$ cat src/rtl/io_pwm_led_pkg.sv
// io_pwm_led_pkg: register offsets, field positions and the CHn writable-bit mask
package io_pwm_led_pkg;
    localparam int OFF_CTRL = 0;
    localparam int OFF_STATUS = 1;
    localparam int OFF_CH0 = 2;
    localparam int CTRL_EN = 0;
    localparam int CTRL_PRE_LSB = 8;
    localparam int CH_R_LSB = 0;
    localparam int CH_G_LSB = 10;
    localparam int CH_B_LSB = 20;
    localparam int CH_BLINK = 30;
    localparam int CH_INV = 31;
    function automatic logic [31:0] ch_mask(input int cw);
        logic [31:0] m;
        m = '0;
        for (int i = 0; i < cw; i++) begin
            m[CH_R_LSB + i] = 1'b1;
            m[CH_G_LSB + i] = 1'b1;
            m[CH_B_LSB + i] = 1'b1;
        end
        m[CH_BLINK] = 1'b1;
        m[CH_INV] = 1'b1;
        return m;
    endfunction
endpackage

$ cat src/rtl/io_pwm_led_pwm_channel.sv
// io_pwm_led_pwm_channel: frame-shadowed duties, comparators, blink/invert and output flops for one RGB LED
module io_pwm_led_pwm_channel #(
    parameter int CW = 8
) (
    input  logic                 clk,
    input  logic                 rst,
    input  logic [2:0][CW-1:0]   duty,
    input  logic                 blink,
    input  logic                 inv,
    input  logic [CW-1:0]        pwm_cnt,
    input  logic                 wrap,
    input  logic                 en,
    input  logic                 blink_ph,
    output logic [2:0]           rgb
);
    logic [2:0][CW-1:0] duty_q;
    logic blink_q, inv_q;
    logic [2:0] on;
    always_ff @(posedge clk or posedge rst) begin
        if (rst) begin
            duty_q <= '0;
            blink_q <= 1'b0;
            inv_q <= 1'b0;
        end else if (wrap || !en) begin
            duty_q <= duty;
            blink_q <= blink;
            inv_q <= inv;
        end
    end
    for (genvar c = 0; c < 3; c++) begin : g_col
        assign on[c] = en && (&duty_q[c] || pwm_cnt < duty_q[c]) && !(blink_q && blink_ph);
    end
    always_ff @(posedge clk or posedge rst) begin
        if (rst) rgb <= '0;
        else rgb <= on ^ {3{inv_q}};
    end
endmodule

$ cat src/rtl/io_pwm_led.sv
// io_pwm_led: NCH-channel RGB PWM LED peripheral on the dma_io bus with daisy-chained reads
module io_pwm_led
    import io_pwm_led_pkg::*;
#(
    parameter int          NCH       = 4,
    parameter int          CW        = 8,
    parameter logic [13:0] BASE_ADR  = 14'h3E00,
    parameter int          BLINK_BIT = 3
) (
    input  logic             clk,
    input  logic             rst,
    input  logic             dma_io_we,
    input  logic [13:0]      dma_io_wadr,
    input  logic [31:0]      dma_io_wdata,
    input  logic [13:0]      dma_io_radr,
    input  logic             dma_io_radr_en,
    input  logic [31:0]      dma_io_rdata_in,
    output logic [31:0]      dma_io_rdata,
    output logic [3*NCH-1:0] rgb_led
);
    localparam logic [31:0] CMASK = ch_mask(CW);
    localparam logic [13:0] LAST = BASE_ADR + 14'(NCH + 1);
    logic en_q, hit_q, wr_hit, rd_hit, ctrl_wr, tick, wrap;
    logic [7:0] pre_q, pre_cnt;
    logic [31:0] ch_q [NCH];
    logic [CW-1:0] pwm_cnt;
    logic [15:0] frame_cnt;
    logic [13:0] woff, roff;
    logic [31:0] rval, rdata_q;
    assign woff = dma_io_wadr - BASE_ADR;
    assign roff = dma_io_radr - BASE_ADR;
    assign wr_hit = dma_io_we && dma_io_wadr >= BASE_ADR && dma_io_wadr <= LAST;
    assign rd_hit = dma_io_radr_en && dma_io_radr >= BASE_ADR && dma_io_radr <= LAST;
    assign ctrl_wr = wr_hit && woff == 14'(OFF_CTRL);
    assign tick = en_q && pre_cnt == pre_q;
    assign wrap = tick && &pwm_cnt;
    always_ff @(posedge clk or posedge rst) begin
        if (rst) begin
            en_q <= 1'b0;
            pre_q <= '0;
            for (int i = 0; i < NCH; i++) ch_q[i] <= '0;
        end else if (wr_hit) begin
            if (ctrl_wr) {pre_q, en_q} <= {dma_io_wdata[CTRL_PRE_LSB +: 8], dma_io_wdata[CTRL_EN]};
            for (int i = 0; i < NCH; i++)
                if (woff == 14'(OFF_CH0 + i)) ch_q[i] <= dma_io_wdata & CMASK;
        end
    end
    always_ff @(posedge clk or posedge rst) begin
        if (rst) begin
            pre_cnt <= '0;
            pwm_cnt <= '0;
            frame_cnt <= '0;
        end else begin
            pre_cnt <= (ctrl_wr || !en_q || tick) ? '0 : pre_cnt + 8'd1;
            pwm_cnt <= !en_q ? '0 : pwm_cnt + CW'(tick);
            frame_cnt <= frame_cnt + 16'(wrap);
        end
    end
    always_comb begin
        rval = '0;
        if (roff == 14'(OFF_CTRL)) rval = {16'b0, pre_q, 7'b0, en_q};
        if (roff == 14'(OFF_STATUS)) rval = {frame_cnt, {(16 - CW){1'b0}}, pwm_cnt};
        for (int i = 0; i < NCH; i++)
            if (roff == 14'(OFF_CH0 + i)) rval = ch_q[i];
    end
    always_ff @(posedge clk or posedge rst) begin
        if (rst) begin
            hit_q <= 1'b0;
            rdata_q <= '0;
        end else begin
            hit_q <= rd_hit;
            if (rd_hit) rdata_q <= rval;
        end
    end
    assign dma_io_rdata = hit_q ? rdata_q : dma_io_rdata_in;
    for (genvar g = 0; g < NCH; g++) begin : g_ch
        io_pwm_led_pwm_channel #(.CW(CW)) u_ch (
            .clk(clk),
            .rst(rst),
            .duty({ch_q[g][CH_B_LSB +: CW], ch_q[g][CH_G_LSB +: CW], ch_q[g][CH_R_LSB +: CW]}),
            .blink(ch_q[g][CH_BLINK]),
            .inv(ch_q[g][CH_INV]),
            .pwm_cnt(pwm_cnt),
            .wrap(wrap),
            .en(en_q),
            .blink_ph(frame_cnt[BLINK_BIT]),
            .rgb(rgb_led[3*g +: 3])
        );
    end
endmodule

$ cat config.mk
export PLATFORM = sky130hd
export DESIGN_NAME = io_pwm_led
export DESIGN_NICKNAME = d
export VERILOG_FILES = /design/src/rtl/io_pwm_led_pkg.sv /design/src/rtl/io_pwm_led_pwm_channel.sv /design/src/rtl/io_pwm_led.sv
export SDC_FILE = /design/constraint.sdc
export NUM_CORES = 1
export LEC_CHECK = 0
export CAP_MARGIN = 20
export CORE_ASPECT_RATIO = 0.9
export CORE_MARGIN = 2
export CORE_UTILIZATION = 45
export CTS_CLUSTER_DIAMETER = 80
export DETAILED_ROUTE_END_ITERATION = 7
export PLACE_DENSITY = 0.68
export SLEW_MARGIN = 10
export SYNTH_ARGS = -nofsm -noshare
export SYNTH_HDL_FRONTEND = slang
export SYNTH_HIERARCHICAL = 1
export SYNTH_SLANG_ARGS = --single-unit
$ cat constraint.sdc
create_clock -name clk -period 6.9 [get_ports clk]
set_clock_uncertainty 0.1 [all_clocks]
set_input_delay 1.38 -clock clk [delete_from_list [all_inputs] [get_ports clk]]
set_output_delay 1.38 -clock clk [all_outputs]
set_load 0.05 [all_outputs]
# == Yosys cells after proc, flatten, opt, wreduce, memory -nomap -nowiden ==
# Cells that the tools add are included.
# word_totals
elab_cells,154
ff_bits,294
output_inout_bits,44
input_bits,96
# classes
muxes,9
bitwise,4
add_sub_neg,5
order_cmp,16
n_eq_ne,10
reduce_logical,75
# op_table
op,count
2-to-1 mux 32 bit,6
AND reduction 8 bit,13
< comparator 8 bit,12
"== test 14 x 2 -> 1 bit, second input constant",4
"== test 14 x 3 -> 1 bit, second input constant",4
logical AND 1 bit,35
">= comparator 14 bit, second input constant",2
"<= comparator 14 bit, second input constant",2
zero test 14 bit,2
"subtractor 14 bit, second input constant",2
adder 16 x 1 -> 16 bit,1
2-to-1 mux 16 bit,1
2-to-1 mux 8 bit,2
logical OR 1 bit,15
"== test 14 x 1 -> 1 bit, second input constant",1
XOR 3 bit,4
AND reduction 2 bit,5
adder 8 x 1 -> 8 bit,1
"adder 8 x 1 -> 8 bit, second input constant",1
== test 8 bit,1
zero test 1 bit,5

# == Logic depth before layout (Yosys ltp) ==
# depth
depth_word,8
depth_mapped,10
depth_no_buf,10

# == Cells and area by module ==
# Netlist, hierarchy kept.
# modules_own_cells
module,area_each_um2,seq_area_each_um2,n_inst,cells_per_inst
io_pwm_led,8678.3,4454.3,1,678
io_pwm_led_pwm_channel,1726.7,725.7,4,183

# == Least setup slack after synthesis ==
# Ideal clock, no wire load.
# synth_timing
path_type,input to register
start,in dma_io_wadr[9]
end,reg ch_q[100] in the netlist's numbering
t_arrival_ns,3.019
setup_ns,0.125
t_required_ns,6.675
path_buffers,1
path_slack_ns,3.656
cell_stages,6
cell_sequence,ha_1 -> nand4b_1 -> nor4_4 -> nand2_4 -> buf_6 -> mux2_4
# synth_between
elab_chain_cells,4
word_cells_on_any_way,7
cone_classes,add/sub: 1; order compare: 2; eq/ne: 1; reduce/logical: 3
# synth_rtl
item,line_no,source
from (decl),io_pwm_led.sv:13,"input logic [13:0] dma_io_wadr,"
"parallel branches: the longest is 3 deep, another holds subtractor 14 bit",n/a,
AND reduction 2 bit (no source line) *,n/a,
"to (signal, indexed assignment)",io_pwm_led.sv:45,if (woff == 14'(OFF_CH0 + i)) ch_q[i] <= dma_io_wdata & CMASK;
to (decl),io_pwm_led.sv:25,logic [31:0] ch_q [NCH];
# Mark *: on every way between the ends.
# A chain may end at the register's enable or synchronous reset.

# == Worst setup path in the final report ==
# layout_timing
start,in dma_io_rdata_in[10]
end,out dma_io_rdata[10]
# layout_between
elab_chain_cells,1
# layout_rtl
item,line_no,source
from (decl),io_pwm_led.sv:17,"input logic [31:0] dma_io_rdata_in,"
2-to-1 mux 32 bit,io_pwm_led.sv:75,assign dma_io_rdata = hit_q ? rdata_q : dma_io_rdata_in;
to (decl),io_pwm_led.sv:18,"output logic [31:0] dma_io_rdata,"
# Every way passes these cells.

==> results.txt <==
Across all setup checks in the final design, the least slack found is 2.61 ns. The later pin in the worst-skew pair is clocked with a latency of 0.52 ns. The static leakage came out at 8.33 nW. The share of total power dissipated in sequential elements is 47.2%. The DRC marker count from the first detailed-route iteration is 684.

The startpoint identified for the worst register-to-register timing path is pwm_cnt[5]$_DFF_PP0_. The worst vdd rail ir drop is 0.000157 V. Adding up every negative setup slack in the final design gives 0 ns. The floorplan has 64 rows. The via count of the first global-routing pass came out at 11.7k. By startpoint and endpoint, the worst setup path is classified as primary input to primary output. The combinational fraction of design power is 5.8%. The number of cells produced by synthesis came out at 1410.

Cells with a size suffix above 1 make up 18.8% of the layout. The number of H-tree levels came out at 2. Counting stages on the worst path, the most repeated cell is sky130_fd_sc_hd__clkdlybuf4s50_1. The final weighted congestion of routability-driven global placement is 0.849. The average wire length per cell after detail routing came out at 21.0 um.

The run finished with clean final reports. Setup violations remaining at the end of the flow were counted as 0. Hold repair after CTS inserted 0 buffers. For this run, the leading register cell type out of synthesis is sky130_fd_sc_hd__dfrtp_1. The share of the Yosys chip area taken by registers is 47.2%. The internal portion of the total power is 2.81 mW. The largest fanout on the critical path is 1. Data on the critical path arrives at its endpoint at 2.81 ns.

The worst hold path startpoint is rdata_q[5]$_DFFE_PP0P_. Across all register-to-register paths, the minimum setup slack is 3.24 ns. The number of antenna violations at the first check in global routing came out at 0. The pre-antenna-repair detailed-routing pass consisted of 4 iterations. The leftover overflow at the end of global routing came out at 0. The clock period minus worst slack is 4.29 ns. The count of distinct cell types in the synthesized netlist came out at 52. The wire length of the first global-routing pass is 66.7 mm.

The transition time at the pin with the least slew margin came out at 1.16 ns. The power density relative to cell area came out at 198 mW/mm^2. In this run, synthesis inferred 0 flip-flops with an integrated enable.

The layout net count came out at 1728. Summed over all layers, the routed wires come to 42.6 mm. Relative to the synthesized area, the layout overhead comes to 18.1%.

In this run the post-CTS setup repair buffer count came out at 0. In this run the worst hold path is classified as flip-flop to flip-flop. The number of cells on the worst reg-to-reg path is 7. The initial core utilization came out at 45.8%. At the worst endpoint, the required time is 5.42 ns. The number of max-cap violations is 0. The endpoint of the worst hold-timing path is rdata_q[5]$_DFFE_PP0P_. The proportion of power drawn by the clock network is 47.0%.

The reg-to-reg critical path endpoint is frame_cnt[15]$_DFF_PP0_. The post-synthesis async set-or-reset flop share is 100%. The number of vias per cell came out at 5.66. TritonCTS built the clock tree.

The tree built by TritonCTS fans out to 294 sinks. Each instance of the synthesized netlist takes up on average 11.1 sq um. In the routed design, unresolved DRC markers number 0.

Timing analysis after detailed placement gives a worst setup slack of 2.62 ns. The largest net degree at the start of global routing is 115. The filler cells instantiated in the layout total 2943. The number of endpoints with negative hold slack in the final report is 0. The netlist area before placement is 0.0156 sq mm. Input and output buffers added on the ports amount to 135.

In this run the vertical extent of the chip is 181 um. The number of resized instances in the post-cts repair step came out at 0. The detailed-route via count came out at 11.4k. Cells fill 54.1% of the core in the end. The synthesized net count is 1597. On the critical path, the stage with the largest delay is an instance of sky130_fd_sc_hd__clkdlybuf4s50_1. The largest stage delay on the critical path came out at 0.81 ns.

The die width came out at 200 um. After clock tree synthesis, the clock-pin slew on the worst setup and hold paths is 0.06 ns. Setup repair after global routing left no endpoint under its margin. The number of max-slew violations in the final report came out at 0. In this run the tightest slew margin relative to its limit is 22.4%. The number of nets with antenna violations after routing came out at 0. Net switching is 23.0% of the power. The highest clock rate is 0.233 GHz. Detailed placement finished with a half-perimeter wire length of 30.1 mm.

The number of diodes added for antenna fixing came out at 0. In this run the power spent charging and discharging nets is 840 uW. The area of the placeable core is 0.0340 sq mm. The worst hold path depth is 2.

The die area came out at 0.0361 sq mm. The top-level port count came out at 140. STA classifies the critical path endpoint as a primary output. The flip-flop and latch count after synthesis came out at 294. The root buffer cell is sky130_fd_sc_hd__clkbuf_16. The total track usage came out at 23.7%. Walking the worst path, the cells encountered are clkdlybuf4s50_1 -> mux2_2 -> clkdlybuf4s50_1. The share of the clock period used by the worst path is 62.1%.

The total clock buffers created by CTS came out at 34. The maximum count of clock buffers along a single path came out at 3. The Yosys warning count is 6. STA classifies the critical path startpoint as a primary input.
[per-stage QoR]
step | total power, mW | cell area [sq um] | hold slack [ns] | instances
2_1_floorplan | 1.86 | 15600 | 0.343 | 1410
3_3_place_gp | 1.97 | 17400 | 0.364 | 1967
3_5_place_dp | 1.97 | 17400 | 0.370 | 1967
4_1_cts | 3.68 | 18400 | 0.384 | 2024
5_1_grt | 3.76 | 18400 | 0.415 | 2024
6_report | 3.65 | 18400 | 0.377 | 2024
[synth_stat cells (17+ instances only)]
cell type / number / share of area, %
sky130_fd_sc_hd__nor2_1: 40 / 0.96
sky130_fd_sc_hd__dfrtp_1: 294 / 47
sky130_fd_sc_hd__nor2b_1: 17 / 0.68
sky130_fd_sc_hd__mux2_2: 162 / 12
sky130_fd_sc_hd__mux2_4: 26 / 2.5
sky130_fd_sc_hd__ha_1: 91 / 7.3
sky130_fd_sc_hd__a22oi_1: 25 / 1.2
sky130_fd_sc_hd__nand2_1: 146 / 3.5
sky130_fd_sc_hd__inv_1: 92 / 2.2
sky130_fd_sc_hd__nand4_1: 40 / 1.6
sky130_fd_sc_hd__o22a_1: 25 / 1.4
sky130_fd_sc_hd__xnor2_1: 24 / 1.3
sky130_fd_sc_hd__o21ai_0: 126 / 4.0
sky130_fd_sc_hd__clkbuf_1: 38 / 0.92
sky130_fd_sc_hd__mux2i_1: 26 / 1.7
[state kept, by name, indices dropped and copies added, names as in the netlist]
register	count
ch_q	104
en_q	1
frame_cnt	16
g_ch.u_ch/blink_q	4
g_ch.u_ch/duty_q	96
g_ch.u_ch/inv_q	4
g_ch.u_ch/rgb	12
hit_q	1
pre_cnt	8
pre_q	8
pwm_cnt	8
rdata_q	32
[logic make-up after synthesis]
| family | share of synthesized area (%) |
|---|---|
| muxes | 16.0 |
| and+or+nand+nor | 11.1 |
| DFF | 47.2 |
| adders and majority gates | 7.31 |
| AOI/OAI and AO/OA | 12.0 |
| buffers and inverters | 4.49 |
| xor gates and xnor gates | 1.91 |
[per-layer routing]
layer | global-route usage, % | part of all wire, %
met5 | 0 | 0
met4 | 8.99 | 3.7
met3 | 3.62 | 4.8
met2 | 38.2 | 46
met1 | 32.4 | 46
[cell usage in the layout (no fill, tap or decap), drive strengths merged, types with 4 or more instances in the layout]
cell type | netlist | layout
dfrtp | 294 | 294
mux2 | 189 | 189
nand2 | 153 | 153
o21ai | 138 | 138
clkdlybuf4s50 | 0 | 134
inv | 92 | 93
ha | 91 | 91
clkbuf | 38 | 48
nand4 | 40 | 40
nor2 | 40 | 40
buf | 28 | 27
mux2i | 26 | 26
a22oi | 25 | 25
o22a | 25 | 25
a211oi | 25 | 25
xnor2 | 24 | 24
nor2b | 17 | 17
nand3 | 16 | 16
o31ai | 14 | 14
a2111oi | 13 | 13
a2111o | 13 | 13
o211ai | 13 | 13
or4 | 13 | 13
or2 | 13 | 13
and2 | 11 | 11
nor3 | 11 | 11
xor2 | 10 | 10
and3 | 8 | 8
nand2b | 5 | 5
nor4 | 5 | 5
clkinv | 0 | 5
and4 | 4 | 4
[worst max-delay path, delay by kind of cell]
kind,cells,cell delay (ns)
buf+inv,2,1.27
mux,1,0.15
[power groups by stage]
| stage | Sequential [mW] | Clock [mW] | Combinational (mW) |
|---|---|---|---|
| 2_1_floorplan | 1.76 | 0 | 0.0995 |
| 6_report | 1.72 | 1.71 | 0.211 |
| 3_5_place_dp | 1.76 | 0 | 0.214 |
| 3_3_place_gp | 1.76 | 0 | 0.212 |
| 5_1_grt | 1.72 | 1.81 | 0.226 |
| 4_1_cts | 1.72 | 1.74 | 0.215 |
[final cells by class]
| class | instances | area [sq um] | share of cell area, % |
|---|---|---|---|
| Inverter | 92 | 350 | 1.90 |
| Clock inverter | 9 | 86.3 | 0.469 |
| Clock buffer | 48 | 955 | 5.19 |
| Sequential cell | 294 | 7360 | 40.0 |
| Timing Repair Buffer | 161 | 1550 | 8.44 |
| Multi-Input combinational cell | 958 | 7530 | 40.9 |
| Tap cell | 462 | 578 | 3.14 |
[worst max-delay path by stage]
stage | from | end | slack, ns | cells after the start
2_1_floorplan | rst | ch_q[0]$_DFFE_PP0P_ | 0.59 | 1
3_3_place_gp | dma_io_rdata_in[10] | dma_io_rdata[10] | 2.62 | 3
3_5_place_dp | dma_io_rdata_in[10] | dma_io_rdata[10] | 2.62 | 3
4_1_cts | dma_io_rdata_in[10] | dma_io_rdata[10] | 2.61 | 3
5_1_grt | dma_io_rdata_in[27] | dma_io_rdata[27] | 2.58 | 3
6_report | dma_io_rdata_in[10] | dma_io_rdata[10] | 2.61 | 3
Note: power is estimated with default switching activity, not from simulation.
